**src/rtl/hazard_stall_ctrl.sv**
```systemverilog
// Pipeline hazard controller: load-use and branch stalls, E/D-stage bypass selects,
// and a multi-cycle multiply/divide unit sequencer that freezes F/D/E while it runs.
module hazard_stall_ctrl #(
  parameter int MULT_CYCLES = 4,
  parameter int DIV_CYCLES  = 33
) (
  input  logic       clk,
  input  logic       reset,
  input  logic [4:0] rsD,
  input  logic [4:0] rtD,
  input  logic [4:0] rsE,
  input  logic [4:0] rtE,
  input  logic [4:0] writeregE,
  input  logic [4:0] writeregM,
  input  logic [4:0] writeregW,
  input  logic       regwriteE,
  input  logic       regwriteM,
  input  logic       regwriteW,
  input  logic       memtoregE,
  input  logic       memtoregM,
  input  logic       branchD,
  input  logic       pcsrcD,
  input  logic       jumpD,
  input  logic       mdu_startE,
  input  logic       mdu_divE,
  output logic       enF,
  output logic       enD,
  output logic       enE,
  output logic       enM,
  output logic       clrD,
  output logic       clrE,
  output logic       clrM,
  output logic [1:0] forwardAE,
  output logic [1:0] forwardBE,
  output logic       forwardAD,
  output logic       forwardBD,
  output logic       mdu_busy,
  output logic       hilo_we
);

  localparam logic [5:0] MULT_LOAD = 6'(MULT_CYCLES - 1);
  localparam logic [5:0] DIV_LOAD  = 6'(DIV_CYCLES - 1);

  typedef enum logic [1:0] {
    IDLE = 2'd0,
    BUSY = 2'd1,
    DONE = 2'd2
  } mdu_state_e;

  mdu_state_e state_q, state_d;
  logic [5:0] cnt_q, cnt_d;
  logic       mdu_stall;
  logic       lw_stall;
  logic       br_stall;

  always_ff @(posedge clk or negedge reset) begin
    if (!reset) begin
      state_q <= IDLE;
      cnt_q   <= 6'd0;
    end else begin
      state_q <= state_d;
      cnt_q   <= cnt_d;
    end
  end

  // The start cycle itself stalls, so BUSY only has to cover the remaining N-1 cycles.
  always_comb begin
    state_d   = state_q;
    cnt_d     = cnt_q;
    mdu_stall = 1'b0;
    mdu_busy  = 1'b0;
    hilo_we   = 1'b0;
    case (state_q)
      IDLE: begin
        if (mdu_startE) begin
          state_d   = BUSY;
          cnt_d     = mdu_divE ? DIV_LOAD : MULT_LOAD;
          mdu_stall = reset;
        end
      end
      BUSY: begin
        mdu_stall = 1'b1;
        mdu_busy  = 1'b1;
        if (cnt_q == 6'd1) begin
          state_d = DONE;
        end else begin
          cnt_d = cnt_q - 6'd1;
        end
      end
      DONE: begin
        mdu_busy = 1'b1;
        hilo_we  = 1'b1;
        state_d  = IDLE;
      end
      default: begin
        state_d = IDLE;
      end
    endcase
  end

  always_comb begin
    lw_stall = memtoregE && regwriteE && ((rtE == rsD) || (rtE == rtD)) && (rtE != 5'd0);
    br_stall = branchD &&
               ((regwriteE && (writeregE != 5'd0) &&
                 ((writeregE == rsD) || (writeregE == rtD))) ||
                (memtoregM && (writeregM != 5'd0) &&
                 ((writeregM == rsD) || (writeregM == rtD))));
  end

  // A redirect never clears D while anything is stalled: the stalled D instruction must survive.
  always_comb begin
    enF  = 1'b1;
    enD  = 1'b1;
    enE  = 1'b1;
    enM  = 1'b1;
    clrD = 1'b0;
    clrE = 1'b0;
    clrM = 1'b0;
    if (mdu_stall) begin
      enF  = 1'b0;
      enD  = 1'b0;
      enE  = 1'b0;
      clrM = 1'b1;
    end else if (lw_stall || br_stall) begin
      enF  = 1'b0;
      enD  = 1'b0;
      clrE = 1'b1;
    end else begin
      clrD = pcsrcD || jumpD;
    end
  end

  always_comb begin
    forwardAE = 2'b00;
    forwardBE = 2'b00;
    if (regwriteM && (writeregM == rsE) && (rsE != 5'd0)) begin
      forwardAE = 2'b10;
    end else if (regwriteW && (writeregW == rsE) && (rsE != 5'd0)) begin
      forwardAE = 2'b01;
    end
    if (regwriteM && (writeregM == rtE) && (rtE != 5'd0)) begin
      forwardBE = 2'b10;
    end else if (regwriteW && (writeregW == rtE) && (rtE != 5'd0)) begin
      forwardBE = 2'b01;
    end
    forwardAD = regwriteM && (writeregM == rsD) && (rsD != 5'd0);
    forwardBD = regwriteM && (writeregM == rtD) && (rtD != 5'd0);
  end

endmodule

```
**config.mk**
```make
export PLATFORM = sky130hd
export DESIGN_NAME = hazard_stall_ctrl
export DESIGN_NICKNAME = d
export VERILOG_FILES = /design/src/rtl/hazard_stall_ctrl.sv
export SDC_FILE = /design/constraint.sdc
export NUM_CORES = 1
export LEC_CHECK = 0
export ABC_AREA = 1
export BUFFER_PORTS_ARGS = -buffer_cell sky130_fd_sc_hd__clkbuf_2
export CAP_MARGIN = 20
export CORE_UTILIZATION = 35
export CTS_BUF_LIST = sky130_fd_sc_hd__clkbuf_4
export DETAILED_ROUTE_END_ITERATION = 10
export PLACE_DENSITY = 0.63
export SLEW_MARGIN = 30
export SYNTH_ARGS = -nofsm -noshare
export SYNTH_HDL_FRONTEND = slang
export SYNTH_SLANG_ARGS = --single-unit
```
**constraint.sdc**
```tcl
create_clock -name clk -period 1.45 [get_ports clk]
set_input_delay 0.145 -clock clk [delete_from_list [all_inputs] [get_ports clk]]
set_output_delay 0.145 -clock clk [all_outputs]
set_load 0.05 [all_outputs]
```
==> flow_summary.json <==
{
  "crit_path_max_incr_delay_ns": 0.40,
  "grt_max_degree": 9,
  "first_pass_iters": 4,
  "antenna_cells": 0,
  "avgRoutedWirePerCell_um": 12.9,
  "cts_max_level": 1,
  "period_share_pct": 119,
  "gr-total-overflow": 0,
  "hp-class": "in -> reg",
  "syn_avg_cell_area_sq_um": 5.53,
  "end_kind": "output port",
  "ys_ff_latch": 8,
  "io_buffer_count": 60,
  "hpwl_mm": 3.99,
  "cap_viol_max_count": 0,
  "syn-num-nets": 309,
  "total_power_mw": 3.25,
  "synth.area.top_cells": "nand2_1 22%, dfrtp_1 14%, inv_1 12%",
  "critical_path.top_delay_family": "buffers and inverters",
  "fp.dieW_um": 65.7,
  "clockBufferDepth": 2,
  "num_vias": 2025,
  "antenna_found_initial": 0,
  "syn_inst": 257,
  "yosysWarnings": 0,
  "grt_pass1_wl_mm": 8.44,
  "grt_usage_pct": 24.7,
  "path_class": "reg -> out",
  "critPathMaxFanout": 3,
  "critPathSlowestCell": "dfrtp_1",
  "final.setup.tns_ns": -1.60,
  "hold_viol": 0,
  "cts_root_buf": "clkbuf_4",
  "finalWirelength_mm": 5.32,
  "cp_common_cell": "inv_2",
  "rsz0062_at_grt": "yes",
  "fmax_mhz": 580,
  "synth_xor_area_share_pct": 11.7,
  "vdd_drop_max_mv": 1.48,
  "clk_pin_slew_ns": 0.05,
  "drt_iter0_drc": 105,
  "fin_ws_ns": -0.275,
  "worstSetupStartpointType": "flop",
  "critPathRequiredTime_ns": 1.31,
  "dp_slack_ns": -0.131,
  "design.core.area_sq_mm": 0.00377,
  "cts_tree": "built",
  "slew_violations": 0,
  "cts.sink_count": 8,
  "initial_core_util_pct": 37.7,
  "num_io_pins": 62,
  "hp-start": "mdu_startE",
  "leakagePower_nw": 1.45,
  "synth_top_cell_area_share_pct": 22.4,
  "synthMuxAreaShare_pct": 0,
  "finalClockSkew_ns": 0.00521,
  "netlist_area_sq_mm": 0.00142,
  "yosys.area_share.adder_pct": 4.40,
  "violations": "negative setup slack",
  "drc": 0,
  "vias_per_cell": 4.89,
  "cts-buffers-inserted": 3,
  "cellPowerDensity_mw_per_mm2": 1210,
  "crit_buf_inv": 5,
  "ys_seq_area_share_pct": 14.1,
  "nets": 420,
  "die_area_sq_mm": 0.00432,
  "synth_simple_gate_area_share_pct": 42.4,
  "status": "complete, but fails checks",
  "dieHeight_um": 65.7,
  "r2r-start": "state_q[1]$_DFFE_PN0P_",
  "setup_viol": 12,
  "syn_to_final_growth_pct": 89.8,
  "grt_pass1_vias": 1995,
  "nFillCells": 301,
  "synth-compound-area-share_pct": 12.3,
  "startpoint": "state_q[1]$_DFFE_PN0P_",
  "gp_congestion": 0.886,
  "floorplan.rows": 22,
  "worstPathCellList": "inv_2, ha_4, inv_4, o31ai_4, inv_2, nand3_4, inv_2, clkbuf_8",
  "drtAntennaViolNets": 0,
  "yosysTopAreaCell": "nand2_1",
  "insertion_delay_ns": 0.26,
  "final_layout_size_suffix_gt1_share_pct": 48.4,
  "ys_types": 30,
  "arrival_ns": 1.58,
  "synth_top_family_by_area": "simple AND/OR/NAND/NOR gates",
  "fin_crit_ns": 1.73
}
-- final cells by class --
class | count | area (sq um) | share of cell area, %
Clock buffer | 3 | 22.5 | 0.835
Timing Repair Buffer | 111 | 965 | 35.8
Tap cell | 48 | 60.1 | 2.23
Multi-Input combinational cell | 196 | 1240 | 46.1
Sequential cell | 8 | 200 | 7.42
Inverter | 48 | 208 | 7.70
-- kinds of logic (layout without fill, tap and decap cells) --
group	count (synthesis)	in the layout
AND/OR/NAND/NOR	144	144
buffers and inverters	53	162
AO/OA/AOI/OAI	27	27
XOR/XNOR	19	19
flip-flops	8	8
adder cells (fa/ha/maj)	5	5
other	1	1
-- sequential cells by signal (all words and copies together), names as in the netlist --
signal   flops
state_q      2
cnt_q        6
-- where the power goes --
group,internal [mW],leakage [nW],switching [mW]
clock,0.0948,0.0138,0.0765
sequential,0.331,0.0989,0.103
combinational,1.19,1.34,1.46
total,1.62,1.45,1.63
-- worst register-to-register path, delay by kind of cell (launching register included) --
kind / cells / cell delay [ns]
flops: 1 / 0.40
buf+inv: 3 / 0.39
compound gates: 2 / 0.25
fa+ha+maj: 1 / 0.19
simple gates: 2 / 0.17
-- what timing repair did --
item,4_1_cts,5_1_grt
setup endpoints to repair,17,18
gates resized for setup,42,116
hold buffers,1,0
pin swaps,5,26
setup buffers,5,9
hold endpoints to repair,8,0
-- synthesized netlist by cell type (all sizes together) --
| master | count |
|---|---|
| nand2 | 87 |
| inv | 48 |
| nor2 | 31 |
| nand3 | 13 |
| xor2 | 11 |
| dfrtp | 8 |
| o21ai | 8 |
| xnor2 | 8 |
| a21oi | 7 |
| nor3 | 7 |
| ha | 5 |
| nand4 | 4 |
| o2111ai | 4 |
| buf | 3 |
| a22oi | 2 |
| a311oi | 2 |
| clkbuf | 2 |
| o22ai | 2 |
| a221oi | 1 |
| conb | 1 |
| nor4 | 1 |
| o31ai | 1 |
| or2 | 1 |
-- path summary, 6_finish.rpt --
path                                           to  slack (ns)  cells after the start
max in group asynchronous    cnt_q[1]$_DFFE_PN0P_        0.98                      3
min in group asynchronous  state_q[1]$_DFFE_PN0P_        0.34                      3
min                        state_q[1]$_DFFE_PN0P_        0.23                      4
max reg2reg                  cnt_q[0]$_DFFE_PN0P_       -0.06                      8
min reg2reg                  cnt_q[5]$_DFFE_PN0P_        0.53                      2
max                                           enD       -0.28                      8
-- per-layer routing --
metal,vias to the layer above,GRT usage [%],routed length [um]
li1,1032,-,-
met1,932,32.6,2390
met2,55,43.5,2660
met3,6,2.43,232
met4,0,3.80,42
met5,-,0,0
-- through the flow --
| step | std cells | hold WS (ns) | instance area (sq um) | utilization (%) |
|---|---|---|---|---|
| detailed placement | 401 | 0.0759 | 2140 | 56.8 |
| global route | 414 | 0.233 | 2700 | 71.5 |
| floorplan | 257 | -0.151 | 1500 | - |
| CTS | 410 | 0.218 | 2380 | 63.2 |
| finish | 414 | 0.227 | 2700 | 71.5 |
| global placement | 401 | 0.0718 | 2140 | 56.8 |
-- layout by cell type (no fill, tap or decap), types with 6 or more instances in the layout --
cell type / Yosys / routed
nand2_1: 85 / 77
buf_6: 0 / 9
dfrtp_1: 8 / 8
nor2_4: 0 / 6
nand3_1: 12 / 8
inv_4: 0 / 6
clkbuf_2: 2 / 33
buf_4: 2 / 49
a21oi_1: 7 / 6
nand2_2: 1 / 8
xnor2_1: 8 / 6
o21ai_0: 7 / 6
buf_8: 0 / 10
inv_1: 47 / 27
inv_2: 1 / 14
nor2_1: 28 / 19
xor2_1: 11 / 11
nor2_2: 3 / 6
Note: power is estimated with default switching activity, not from simulation.
